[src/rtl/snake_pkg.sv]
`default_nettype none
// ============================================================================
//  Module      : snake_pkg
//  Description : Shared snake-game definitions. Provides the 2-bit direction
//                encoding, the opposite-direction helper and the default
//                turn-FIFO depth. The body/collision logic uses it as well.
//  Revision    : 1.0 - initial release
// ============================================================================
package snake_pkg;

    typedef logic [1:0] dir_t;

    localparam dir_t DIR_UP    = 2'b00;
    localparam dir_t DIR_DOWN  = 2'b01;
    localparam dir_t DIR_LEFT  = 2'b10;
    localparam dir_t DIR_RIGHT = 2'b11;

    localparam int DEFAULT_DEPTH = 4;

    // UP<->DOWN and LEFT<->RIGHT differ only in bit 0.
    function automatic dir_t opposite_dir(input dir_t d);
        return d ^ 2'b01;
    endfunction

endpackage
`default_nettype wire

[src/rtl/snake_dir_ctrl_if.sv]
`default_nettype none
// ============================================================================
//  Module      : snake_dir_ctrl_if
//  Description : Signal bundle between the keyboard/game-timer side and the
//                direction controller.
//                master : drives up/down/left/right/tick/clear,
//                         observes dir/dir_chg/pending/overflow
//                slave  : the controller (opposite directions)
//  Revision    : 1.0 - initial release
// ============================================================================
interface snake_dir_ctrl_if
    import snake_pkg::*;
#(
    parameter int DEPTH = DEFAULT_DEPTH
);
    logic                     up;
    logic                     down;
    logic                     left;
    logic                     right;
    logic                     tick;
    logic                     clear;
    dir_t                     dir;
    logic                     dir_chg;
    logic [$clog2(DEPTH):0]   pending;
    logic                     overflow;

    modport master (
        output up, down, left, right, tick, clear,
        input  dir, dir_chg, pending, overflow
    );

    modport slave (
        input  up, down, left, right, tick, clear,
        output dir, dir_chg, pending, overflow
    );
endinterface
`default_nettype wire

[src/rtl/snake_dir_fifo.sv]
`default_nettype none
// ============================================================================
//  Module      : snake_dir_fifo
//  Description : DEPTH x 2-bit synchronous FIFO for buffered turn requests.
//                Ports: clk, rst (async, active-high), push/wdata, pop/rdata
//                (rdata shows the head, valid when not empty), flush
//                (synchronous empty), count, full, empty.
//                Simultaneous push and pop while full is permitted: the head
//                is read before its slot is overwritten.
//  Revision    : 1.0 - initial release
// ============================================================================
module snake_dir_fifo
    import snake_pkg::*;
#(
    parameter int DEPTH = DEFAULT_DEPTH
) (
    input  wire logic                   clk,
    input  wire logic                   rst,
    input  wire logic                   push,
    input  wire dir_t                   wdata,
    input  wire logic                   pop,
    input  wire logic                   flush,
    output dir_t                        rdata,
    output logic [$clog2(DEPTH):0]      count,
    output logic                        full,
    output logic                        empty
);
    localparam int PTR_W = $clog2(DEPTH);
    localparam int CNT_W = PTR_W + 1;

    dir_t             mem_q [DEPTH];
    dir_t             mem_d [DEPTH];
    logic [PTR_W-1:0] wr_ptr_q, wr_ptr_d;
    logic [PTR_W-1:0] rd_ptr_q, rd_ptr_d;
    logic [CNT_W-1:0] cnt_q,    cnt_d;

    always_comb begin
        mem_d    = mem_q;
        wr_ptr_d = wr_ptr_q;
        rd_ptr_d = rd_ptr_q;
        cnt_d    = cnt_q;
        if (flush) begin
            wr_ptr_d = '0;
            rd_ptr_d = '0;
            cnt_d    = '0;
        end else begin
            // Pointers are power-of-two wide, so +1 wraps modulo DEPTH.
            if (push) begin
                mem_d[wr_ptr_q] = wdata;
                wr_ptr_d        = wr_ptr_q + 1'b1;
            end
            if (pop) begin
                rd_ptr_d = rd_ptr_q + 1'b1;
            end
            case ({push, pop})
                2'b10:   cnt_d = cnt_q + 1'b1;
                2'b01:   cnt_d = cnt_q - 1'b1;
                default: cnt_d = cnt_q;
            endcase
        end
    end

    always_ff @(posedge clk or posedge rst) begin
        if (rst) begin
            for (int i = 0; i < DEPTH; i++) begin
                mem_q[i] <= DIR_UP;
            end
            wr_ptr_q <= '0;
            rd_ptr_q <= '0;
            cnt_q    <= '0;
        end else begin
            mem_q    <= mem_d;
            wr_ptr_q <= wr_ptr_d;
            rd_ptr_q <= rd_ptr_d;
            cnt_q    <= cnt_d;
        end
    end

    assign rdata = mem_q[rd_ptr_q];
    assign count = cnt_q;
    assign full  = (cnt_q == CNT_W'(DEPTH));
    assign empty = (cnt_q == '0);

endmodule
`default_nettype wire

[src/rtl/snake_dir_ctrl.sv]
`default_nettype none
// ============================================================================
//  Module      : snake_dir_ctrl
//  Description : Snake direction controller. Turns held arrow-key levels into
//                one-shot turn requests, rejects repeats and 180-degree
//                reversals, queues legal turns and applies one per game tick.
//                Ports: clk, rst (async, active-high), bus (slave modport):
//                  up/down/left/right - key-held levels
//                  tick               - one-cycle game-step pulse
//                  clear              - synchronous new-game restart
//                  dir                - current direction
//                  dir_chg            - pulse, dir changed on preceding tick
//                  pending            - number of queued turns
//                  overflow           - sticky, a legal turn was dropped
//  Revision    : 1.0 - initial release
// ============================================================================
module snake_dir_ctrl
    import snake_pkg::*;
#(
    parameter int   DEPTH    = DEFAULT_DEPTH,
    parameter dir_t INIT_DIR = DIR_RIGHT
) (
    input  wire logic        clk,
    input  wire logic        rst,
    snake_dir_ctrl_if.slave  bus
);
    // Key vector ordering is also the priority order: UP, DOWN, LEFT, RIGHT.
    logic [3:0] keys;
    logic [3:0] prev_q, prev_d;
    logic [3:0] press;

    dir_t dir_q,      dir_d;
    dir_t ref_dir_q,  ref_dir_d;
    logic dir_chg_q,  dir_chg_d;
    logic overflow_q, overflow_d;

    logic ev_valid;
    dir_t ev_code;
    logic ev_legal;
    logic fifo_push;
    logic fifo_pop;
    logic fifo_full;
    logic fifo_empty;
    dir_t fifo_head;
    logic [$clog2(DEPTH):0] fifo_count;

    assign keys  = {bus.up, bus.down, bus.left, bus.right};
    assign press = keys & ~prev_q;

    always_comb begin
        ev_valid = |press;
        ev_code  = DIR_RIGHT;
        if (press[3]) begin
            ev_code = DIR_UP;
        end else if (press[2]) begin
            ev_code = DIR_DOWN;
        end else if (press[1]) begin
            ev_code = DIR_LEFT;
        end
    end

    // Legality is judged against the last accepted turn, not the current
    // dir, so a queued sequence cannot contain a reversal.
    assign ev_legal = ev_valid && (ev_code != ref_dir_q)
                               && (ev_code != opposite_dir(ref_dir_q));

    // A full queue still accepts a turn when the same tick frees a slot.
    assign fifo_push = !bus.clear && ev_legal && (!fifo_full || bus.tick);
    assign fifo_pop  = !bus.clear && bus.tick && !fifo_empty;

    always_comb begin
        prev_d     = keys;
        dir_d      = dir_q;
        ref_dir_d  = ref_dir_q;
        dir_chg_d  = 1'b0;
        overflow_d = overflow_q;
        if (bus.clear) begin
            dir_d      = INIT_DIR;
            ref_dir_d  = INIT_DIR;
            overflow_d = 1'b0;
        end else begin
            if (fifo_pop) begin
                dir_d     = fifo_head;
                dir_chg_d = 1'b1;
            end
            if (fifo_push) begin
                ref_dir_d = ev_code;
            end else if (ev_legal) begin
                overflow_d = 1'b1;
            end
        end
    end

    always_ff @(posedge clk or posedge rst) begin
        if (rst) begin
            prev_q     <= '0;
            dir_q      <= INIT_DIR;
            ref_dir_q  <= INIT_DIR;
            dir_chg_q  <= 1'b0;
            overflow_q <= 1'b0;
        end else begin
            prev_q     <= prev_d;
            dir_q      <= dir_d;
            ref_dir_q  <= ref_dir_d;
            dir_chg_q  <= dir_chg_d;
            overflow_q <= overflow_d;
        end
    end

    snake_dir_fifo #(
        .DEPTH (DEPTH)
    ) u_fifo (
        .clk   (clk),
        .rst   (rst),
        .push  (fifo_push),
        .wdata (ev_code),
        .pop   (fifo_pop),
        .flush (bus.clear),
        .rdata (fifo_head),
        .count (fifo_count),
        .full  (fifo_full),
        .empty (fifo_empty)
    );

    assign bus.dir      = dir_q;
    assign bus.dir_chg  = dir_chg_q;
    assign bus.pending  = fifo_count;
    assign bus.overflow = overflow_q;

endmodule
`default_nettype wire

[src/flat_wrapper.sv]
// flat-port wrapper written by rule: the top's interface ports become plain ports
module snake_dir_ctrl_flat import snake_pkg::*;
#(
    parameter int   DEPTH    = DEFAULT_DEPTH,
    parameter dir_t INIT_DIR = DIR_RIGHT
)
  (clk, rst, bus_up, bus_down, bus_left, bus_right, bus_tick, bus_clear, bus_dir, bus_dir_chg, bus_pending, bus_overflow);
  snake_dir_ctrl_if #(.DEPTH(DEPTH)) bus_i ();
  input  wire logic clk;
  input  wire logic rst;
  input wire logic [$bits(bus_i.up)-1:0] bus_up;
  input wire logic [$bits(bus_i.down)-1:0] bus_down;
  input wire logic [$bits(bus_i.left)-1:0] bus_left;
  input wire logic [$bits(bus_i.right)-1:0] bus_right;
  input wire logic [$bits(bus_i.tick)-1:0] bus_tick;
  input wire logic [$bits(bus_i.clear)-1:0] bus_clear;
  output wire logic [$bits(bus_i.dir)-1:0] bus_dir;
  output wire logic [$bits(bus_i.dir_chg)-1:0] bus_dir_chg;
  output wire logic [$bits(bus_i.pending)-1:0] bus_pending;
  output wire logic [$bits(bus_i.overflow)-1:0] bus_overflow;
  assign bus_i.up = bus_up;
  assign bus_i.down = bus_down;
  assign bus_i.left = bus_left;
  assign bus_i.right = bus_right;
  assign bus_i.tick = bus_tick;
  assign bus_i.clear = bus_clear;
  assign bus_dir = bus_i.dir;
  assign bus_dir_chg = bus_i.dir_chg;
  assign bus_pending = bus_i.pending;
  assign bus_overflow = bus_i.overflow;
  snake_dir_ctrl #(.DEPTH(DEPTH), .INIT_DIR(INIT_DIR)) u_core (.clk(clk), .rst(rst), .bus(bus_i));
endmodule
[config.mk]
export PLATFORM = sky130hd
export DESIGN_NAME = snake_dir_ctrl_flat
export DESIGN_NICKNAME = d
export VERILOG_FILES = /design/src/rtl/snake_pkg.sv /design/src/rtl/snake_dir_ctrl_if.sv /design/src/rtl/snake_dir_fifo.sv /design/src/rtl/snake_dir_ctrl.sv /design/src/flat_wrapper.sv
export SDC_FILE = /design/constraint.sdc
export NUM_CORES = 1
export LEC_CHECK = 0
export CORE_AREA = 4 4 69 71
export DETAILED_ROUTE_END_ITERATION = 7
export DIE_AREA = 0 0 73 75
export PLACE_DENSITY = 0.45
export SYNTH_ARGS = -nofsm -noshare
export SYNTH_HDL_FRONTEND = slang
export SYNTH_SLANG_ARGS = --single-unit
[constraint.sdc]
create_clock -name clk -period 3.4 [get_ports clk]
set_input_delay 0.68 -clock clk [delete_from_list [all_inputs] [get_ports clk]]
set_output_delay 0.68 -clock clk [all_outputs]
set_load 0.02 [all_outputs]
==> impl_metrics.json, run 1 <==
{
  "power_density_nw_per_um2": 666,
  "core-area_um2": 4230,
  "post_cts_buffers": 0,
  "syn-num-nets": 111,
  "dp_hpwl_um": 1690,
  "max_slew_margin_pct": 39.0,
  "worstSetupPathType": "input pin to flop",
  "total_power_mw": 0.990,
  "maxCapViolCount": 0,
  "cts.clk_slew.worst_paths_ns": 0.08,
  "post-route-min-period_ns": 3.08,
  "worstMarginPinSlew_ns": 0.913,
  "ys.flop_type": "dfrtp_1",
  "dieArea_um2": 5480,
  "diodes": 0,
  "seqPwrFrac_pct": 43.9,
  "netlist_area_um2": 1200,
  "cpPeakStageDelay_ns": 0.59,
  "drive_gt1_share_pct": 23.7,
  "post_cts_resize_count": 0,
  "antenna_left": 0,
  "ys_warn_count": 0,
  "ys_seq_area_share_pct": 50.3,
  "cts_buffer_depth": 2,
  "r2r_end": "u_core.u_fifo.count[1]",
  "crit_path_start_kind": "input pin",
  "fill_cells": 435,
  "grt_max_degree": 25,
  "r2r_cells": 7,
  "drv_slew": 0,
  "rr_startpoint": "u_core.prev_q[0]",
  "cts-root-buf": "clkbuf_8",
  "cp_data_arrival_time_ns": 3.23,
  "hold_class": "flop to flop",
  "p_int_mw": 0.680,
  "crit_fanout": 2,
  "grt_overflow_total": 0,
  "peakVddDrop_v": 0.000151,
  "portBuffers": 14,
  "async_flop_share_pct": 100,
  "insertion_delay_ns": 0.26,
  "io_pins": 15,
  "drt-initial-drc-count": 31,
  "vias_per_cell": 4.48,
  "synth.distinct_cells": 30,
  "routabilityCongestion": 0.692,
  "grt_pass1_wl_um": 3920,
  "clock_sinks": 24,
  "track_usage_pct": 9.34,
  "wire_per_inst_um": 13.1,
  "area_growth_pct": 23.9,
  "period_share_pct": 90.7,
  "die_h_um": 75,
  "drc": 0,
  "min_from": "u_core.bus.overflow",
  "cp.required_ns": 3.55,
  "worstPathCellList": "clkdlybuf4s50_1, nand2b_1, a2111o_1, a211oi_4, nor3_1, fa_1, or4b_2, o311ai_0",
  "power.share.combinational_pct": 36.5,
  "wl_um": 2230,
  "path_buf_inv": 1,
  "syn_area_per_cell_um2": 12.3,
  "finalSetupTns_ns": 0,
  "firstDrtPassIters": 3,
  "hold_depth": 2,
  "holdPathEnd": "u_core.bus.overflow",
  "start_util_pct": 28.4,
  "hold_viol": 0,
  "crit_family": "compound AO/OA/AOI/OAI gates",
  "htree_levels": 1,
  "ys_ff_latch": 24,
  "via_count": 762,
  "synth_edf_count": 0,
  "fin_worst_skew_ns": 0.00169,
  "num_rows": 24,
  "outcome": "finished clean",
  "rsz0062_at_grt": "no",
  "fmax_mhz": 324,
  "grt_pass1_vias": 853,
  "p_leak_nw": 0.621,
  "syn_inst": 98,
  "r2r_setup_slack_ns": 0.78,
  "hold_buffers": 0,
  "cts_buffers": 3,
  "regArea_um2": 604,
  "die_width_um": 73,
  "p_sw_share_pct": 31.4,
  "net-switching-power_mw": 0.311,
  "cts_tree": "yes",
  "clockPowerShare_pct": 19.6,
  "layout.nets": 132,
  "worst_path_max_delay_cell": "or4b_2",
  "multiInputGateArea_um2": 567,
  "antenna_found_initial": 0,
  "critPathCaptureType": "flop",
  "setup_violations": 0
}
==> metal layers <==
layer	part of all wire [%]	GRT usage, %
met2	51	15.7
met1	45	11.5
met3	3.0	2.14
met4	1.2	4.10
met5	0	0
==> cell families after synthesis <==
group / Yosys count / synth area share (%)
xor+xnor: 6 / 4.37
mux: 13 / 13.9
simple gates: 31 / 14.3
flops: 24 / 50.3
fa+ha+maj: 5 / 5.83
compound gates: 11 / 8.86
buf+inv: 8 / 2.50
==> worst max-delay path by stage <==
stage / start / end / cells past startpoint
floorplan: bus_up / u_core.u_fifo.count[1] / 7
global placement: bus_right / u_core.u_fifo.count[1] / 8
detailed placement: bus_right / u_core.u_fifo.count[1] / 8
CTS: bus_right / u_core.u_fifo.count[1] / 8
global route: bus_right / u_core.u_fifo.count[1] / 8
finish: bus_right / u_core.u_fifo.count[1] / 8
==> placed cells by master, fill, tap and decap left out <==
| master | instances |
|---|---|
| buf_4 | 5 |
| nand2b_1 | 3 |
| o311ai_0 | 1 |
| a21oi_1 | 2 |
| nor4b_4 | 1 |
| fa_1 | 1 |
| nor3_1 | 1 |
| clkdlybuf4s50_1 | 14 |
| nor2_1 | 13 |
| mux2_2 | 9 |
| ha_1 | 4 |
| mux2i_1 | 2 |
| a211o_1 | 2 |
| xor2_1 | 1 |
| and2_1 | 1 |
| o21ai_2 | 1 |
| dfrtp_1 | 21 |
| inv_1 | 5 |
| a2111o_1 | 1 |
| or4b_2 | 1 |
| clkbuf_8 | 4 |
| mux4_2 | 2 |
| o22ai_1 | 1 |
| xnor2_1 | 5 |
| o31ai_1 | 1 |
| dfstp_2 | 3 |
| a211oi_4 | 1 |
| nor2b_1 | 5 |
| nand4b_1 | 1 |
| nand2_1 | 5 |
| a21oi_4 | 1 |
==> final cells by class <==
class,instances,share of cell area (%)
Clock buffer,4,3.70
Sequential cell,24,40.6
Timing Repair Buffer,19,11.9
Tap cell,52,4.37
Multi-Input combinational cell,66,38.1
Inverter,5,1.26
==> tightest hold or removal path, delay by kind of cell (launching register included) <==
kind	cells	cell delay (ns)
simple gates	1	0.07
flops	1	0.35
compound gates	1	0.04
==> stage by stage <==
stage | hold WS, ns | worst slack, ns | utilization (%) | instance area (um2) | cells
after detailed placement | 0.493 | 0.0452 | 33.8 | 1430 | 166
after CTS | 0.514 | 0.317 | 35.1 | 1490 | 170
after global placement | 0.478 | 0.109 | 33.8 | 1430 | 166
final | 0.505 | 0.316 | 35.1 | 1490 | 170
after global routing | 0.538 | 0.188 | 35.1 | 1490 | 170
after floorplan | 0.474 | 0.457 | - | 1200 | 98
==> power by group through the flow <==
stage | combinational (mW) | clock (mW) | sequential [mW]
3_3_place_gp | 0.362 | 0 | 0.439
6_report | 0.361 | 0.194 | 0.435
4_1_cts | 0.370 | 0.206 | 0.437
5_1_grt | 0.400 | 0.217 | 0.450
2_1_floorplan | 0.228 | 0 | 0.458
3_5_place_dp | 0.367 | 0 | 0.442
==> synthesized netlist by cell type, types with 2 or more instances <==
master    count  area, um2
mux2i_1       2       20.0
inv_1         5       18.8
nor2b_1       5       31.3
mux2_2        9        101
nor2_1       13       48.8
a21oi_1       2       10.0
xnor2_1       5       43.8
ha_1          4       50.1
nand2_1       5       18.8
a211o_1       2       17.5
dfrtp_1      21        526
nand2b_1      3       18.8
mux4_2        2       45.0
dfstp_2       3       78.8
clkbuf_1      2       7.51
==> sequential cells by signal (all words and copies together) (netlist names) <==
signal	count
u_core.bus.dir_chg	1
u_core.u_fifo.wr_ptr_q	2
u_core.bus.overflow	1
u_core.u_fifo.rd_ptr_q	2
u_core.u_fifo.count	3
u_core.bus.dir	2
u_core.u_fifo.mem_q	8
u_core.ref_dir_q	1
u_core.prev_q	4
(Power assumes the default switching activity.)
==> run 2, diff against run 1 <==
--- a/config.mk
+++ b/config.mk
@@ -8,7 +8,8 @@
 export CORE_AREA = 4 4 69 71
 export DETAILED_ROUTE_END_ITERATION = 7
 export DIE_AREA = 0 0 73 75
-export PLACE_DENSITY = 0.45
+export PLACE_DENSITY = 0.47
+export SETUP_SLACK_MARGIN = 0.5
 export SYNTH_ARGS = -nofsm -noshare
 export SYNTH_HDL_FRONTEND = slang
 export SYNTH_SLANG_ARGS = --single-unit
==> constraint.sdc (replaced) <==
create_clock -name clk -period 2.82 [get_ports clk]
set_input_delay 0.564 -clock clk [delete_from_list [all_inputs] [get_ports clk]]
set_output_delay 0.564 -clock clk [all_outputs]
set_load 0.02 [all_outputs]
==> run 2 against run 1 <==
Clock skew grew 0.0074 ns. First-iteration DRC count shrank 32%. Non-clock buffer count grew 31. Worst setup slack gained 0.040 ns. Clock power grew 23%. Die area is the same. Cell area grew 20%. Flip-flop and latch count is the same. Critical endpoint is now u_core.ref_dir_q[1]. Largest cell class is now multi-input combinational cells.
==> impl_metrics.json, run 2 (same netlist as run 1, synthesis figures left out) <==
{
  "outcome": "finished clean",
  "cts_buffers": 3,
  "power_density_nw_per_um2": 714,
  "io_pins": 15,
  "clock_sinks": 24,
  "core-area_um2": 4230,
  "p_int_mw": 0.869,
  "num_rows": 24,
  "seqPwrFrac_pct": 41.5,
  "final_util_pct": 42.1,
  "mostFrequentLayoutCells": "35 x buf_4, 21 x dfrtp_1, 11 x nor2_1, 10 x clkdlybuf4s50_1, 9 x mux2_2",
  "firstDrtPassIters": 4,
  "insertion_delay_ns": 0.27,
  "start_util_pct": 28.4,
  "dpl_cell_area_um2": 1490,
  "total_power_mw": 1.27,
  "net-switching-power_mw": 0.402,
  "cp.required_ns": 3.03,
  "crit_fanout": 2,
  "cts_tree": "yes",
  "drive_gt1_share_pct": 47.7,
  "portBuffers": 14,
  "dieArea_um2": 5480,
  "vias_per_cell": 4.43,
  "drt-initial-drc-count": 21,
  "rsz0062_at_grt": "yes",
  "worstMarginPinSlew_ns": 0.346,
  "regMostFlops": "u_core.u_fifo.mem_q",
  "drv_slew": 0,
  "area_growth_pct": 48.2,
  "wire_per_inst_um": 13.6,
  "crit_path_start_kind": "input pin",
  "routabilityCongestion": 0.744,
  "hold_class": "input pin to flop",
  "drc": 0,
  "cts_buffer_depth": 2,
  "finalSetupTns_ns": 0,
  "maxCapViolCount": 0,
  "post-route-min-period_ns": 2.46,
  "die_h_um": 75,
  "largest_register_ffs": 8,
  "layout.nets": 163,
  "cts.clk_slew.worst_paths_ns": 0.08,
  "p_sw_share_pct": 31.6,
  "diodes": 0,
  "die_width_um": 73,
  "p_leak_nw": 0.797,
  "fill_cells": 401,
  "postLayoutCellArea_um2": 1780,
  "dp_hpwl_um": 1780,
  "grt_overflow_total": 0,
  "grt_max_degree": 25,
  "cp_data_arrival_time_ns": 2.67,
  "antenna_left": 0,
  "power.share.combinational_pct": 39.7,
  "clockPowerShare_pct": 18.8,
  "period_share_pct": 87.4,
  "htree_levels": 1,
  "setup_violations": 0,
  "grt_pass1_wl_um": 4440,
  "cts-root-buf": "clkbuf_8",
  "worstSetupPathType": "input pin to flop",
  "via_count": 891,
  "final_common_cell": "buf_4",
  "track_usage_pct": 10.8,
  "critPathCaptureType": "flop",
  "hold_viol": 0,
  "peakVddDrop_v": 0.000269,
  "antenna_found_initial": 0,
  "hold_buffers": 0,
  "grt_pass1_vias": 979,
  "fin_worst_skew_ns": 0.00911,
  "wl_um": 2730,
  "max_slew_margin_pct": 76.7,
  "fmax_mhz": 406
}
[run 2: per-layer routing]
layer  track usage, %  routed length [um]  share of wire, %  vias up
li1                 -                   -                 -      433
met1             12.6                1220                45      434
met2             18.6                1330                49       16
met3             2.14                 109               4.0        8
met4             5.74                  69               2.5        0
met5                0                   0                 0        -
[run 2: final timing paths]
check,from,slack [ns],endpoint,depth (start not counted)
max in group asynchronous,rst,1.89,u_core.bus.dir[1],3
worst min register to register,u_core.bus.overflow,0.51,u_core.bus.overflow,2
worst max-delay path,bus_right,0.36,u_core.ref_dir_q[1],18
min in group asynchronous,rst,0.63,u_core.bus.overflow,3
worst min-delay path,bus_up,0.42,u_core.prev_q[3],1
worst max register to register,u_core.prev_q[1],0.37,u_core.u_fifo.count[1],7
[run 2: final cells by class]
type | count | area (um2) | share of cell area [%]
repair buffers | 50 | 405 | 22.8
flip-flops and latches | 24 | 604 | 33.9
inverters | 5 | 18.8 | 1.05
clock buffers | 4 | 55.1 | 3.09
multi-input cells | 66 | 632 | 35.5
well taps | 52 | 65.1 | 3.65
[run 2: stage by stage]
step | hold WS [ns] | worst slack [ns] | instances
final | 0.422 | 0.355 | 201
after global routing | 0.414 | 0.280 | 201
after CTS | 0.413 | 0.354 | 199
after detailed placement | 0.488 | -0.348 | 172
after global placement | 0.484 | -0.302 | 172
after floorplan | 0.474 | 0.0560 | 98
[run 2: power by group through the flow]
stage	registers, mW	clock network (mW)	logic (mW)
detailed placement	0.535	0	0.458
global route	0.540	0.262	0.550
global placement	0.531	0	0.452
CTS	0.529	0.249	0.487
finish	0.527	0.239	0.504
floorplan	0.552	0	0.281
[run 2: repair_timing]
action                                  4_1_cts  5_1_grt
setup buffers                                23        2
endpoints found under the setup margin        2        7
cloned                                        0        0
gates resized for setup                      17        7
pin swaps                                     4        1
[run 2: critical path, stage by stage]
cell,delay [ns]
clkdlybuf4s15_2,0.21
nand2b_4,0.06
buf_4,0.12
buf_4,0.13
buf_4,0.12
buf_4,0.12
buf_4,0.12
buf_4,0.12
buf_4,0.12
buf_4,0.12
buf_4,0.12
buf_4,0.12
buf_4,0.12
buf_4,0.12
buf_4,0.12
a21oi_2,0.12
o22ai_1,0.08
nand2b_1,0.09
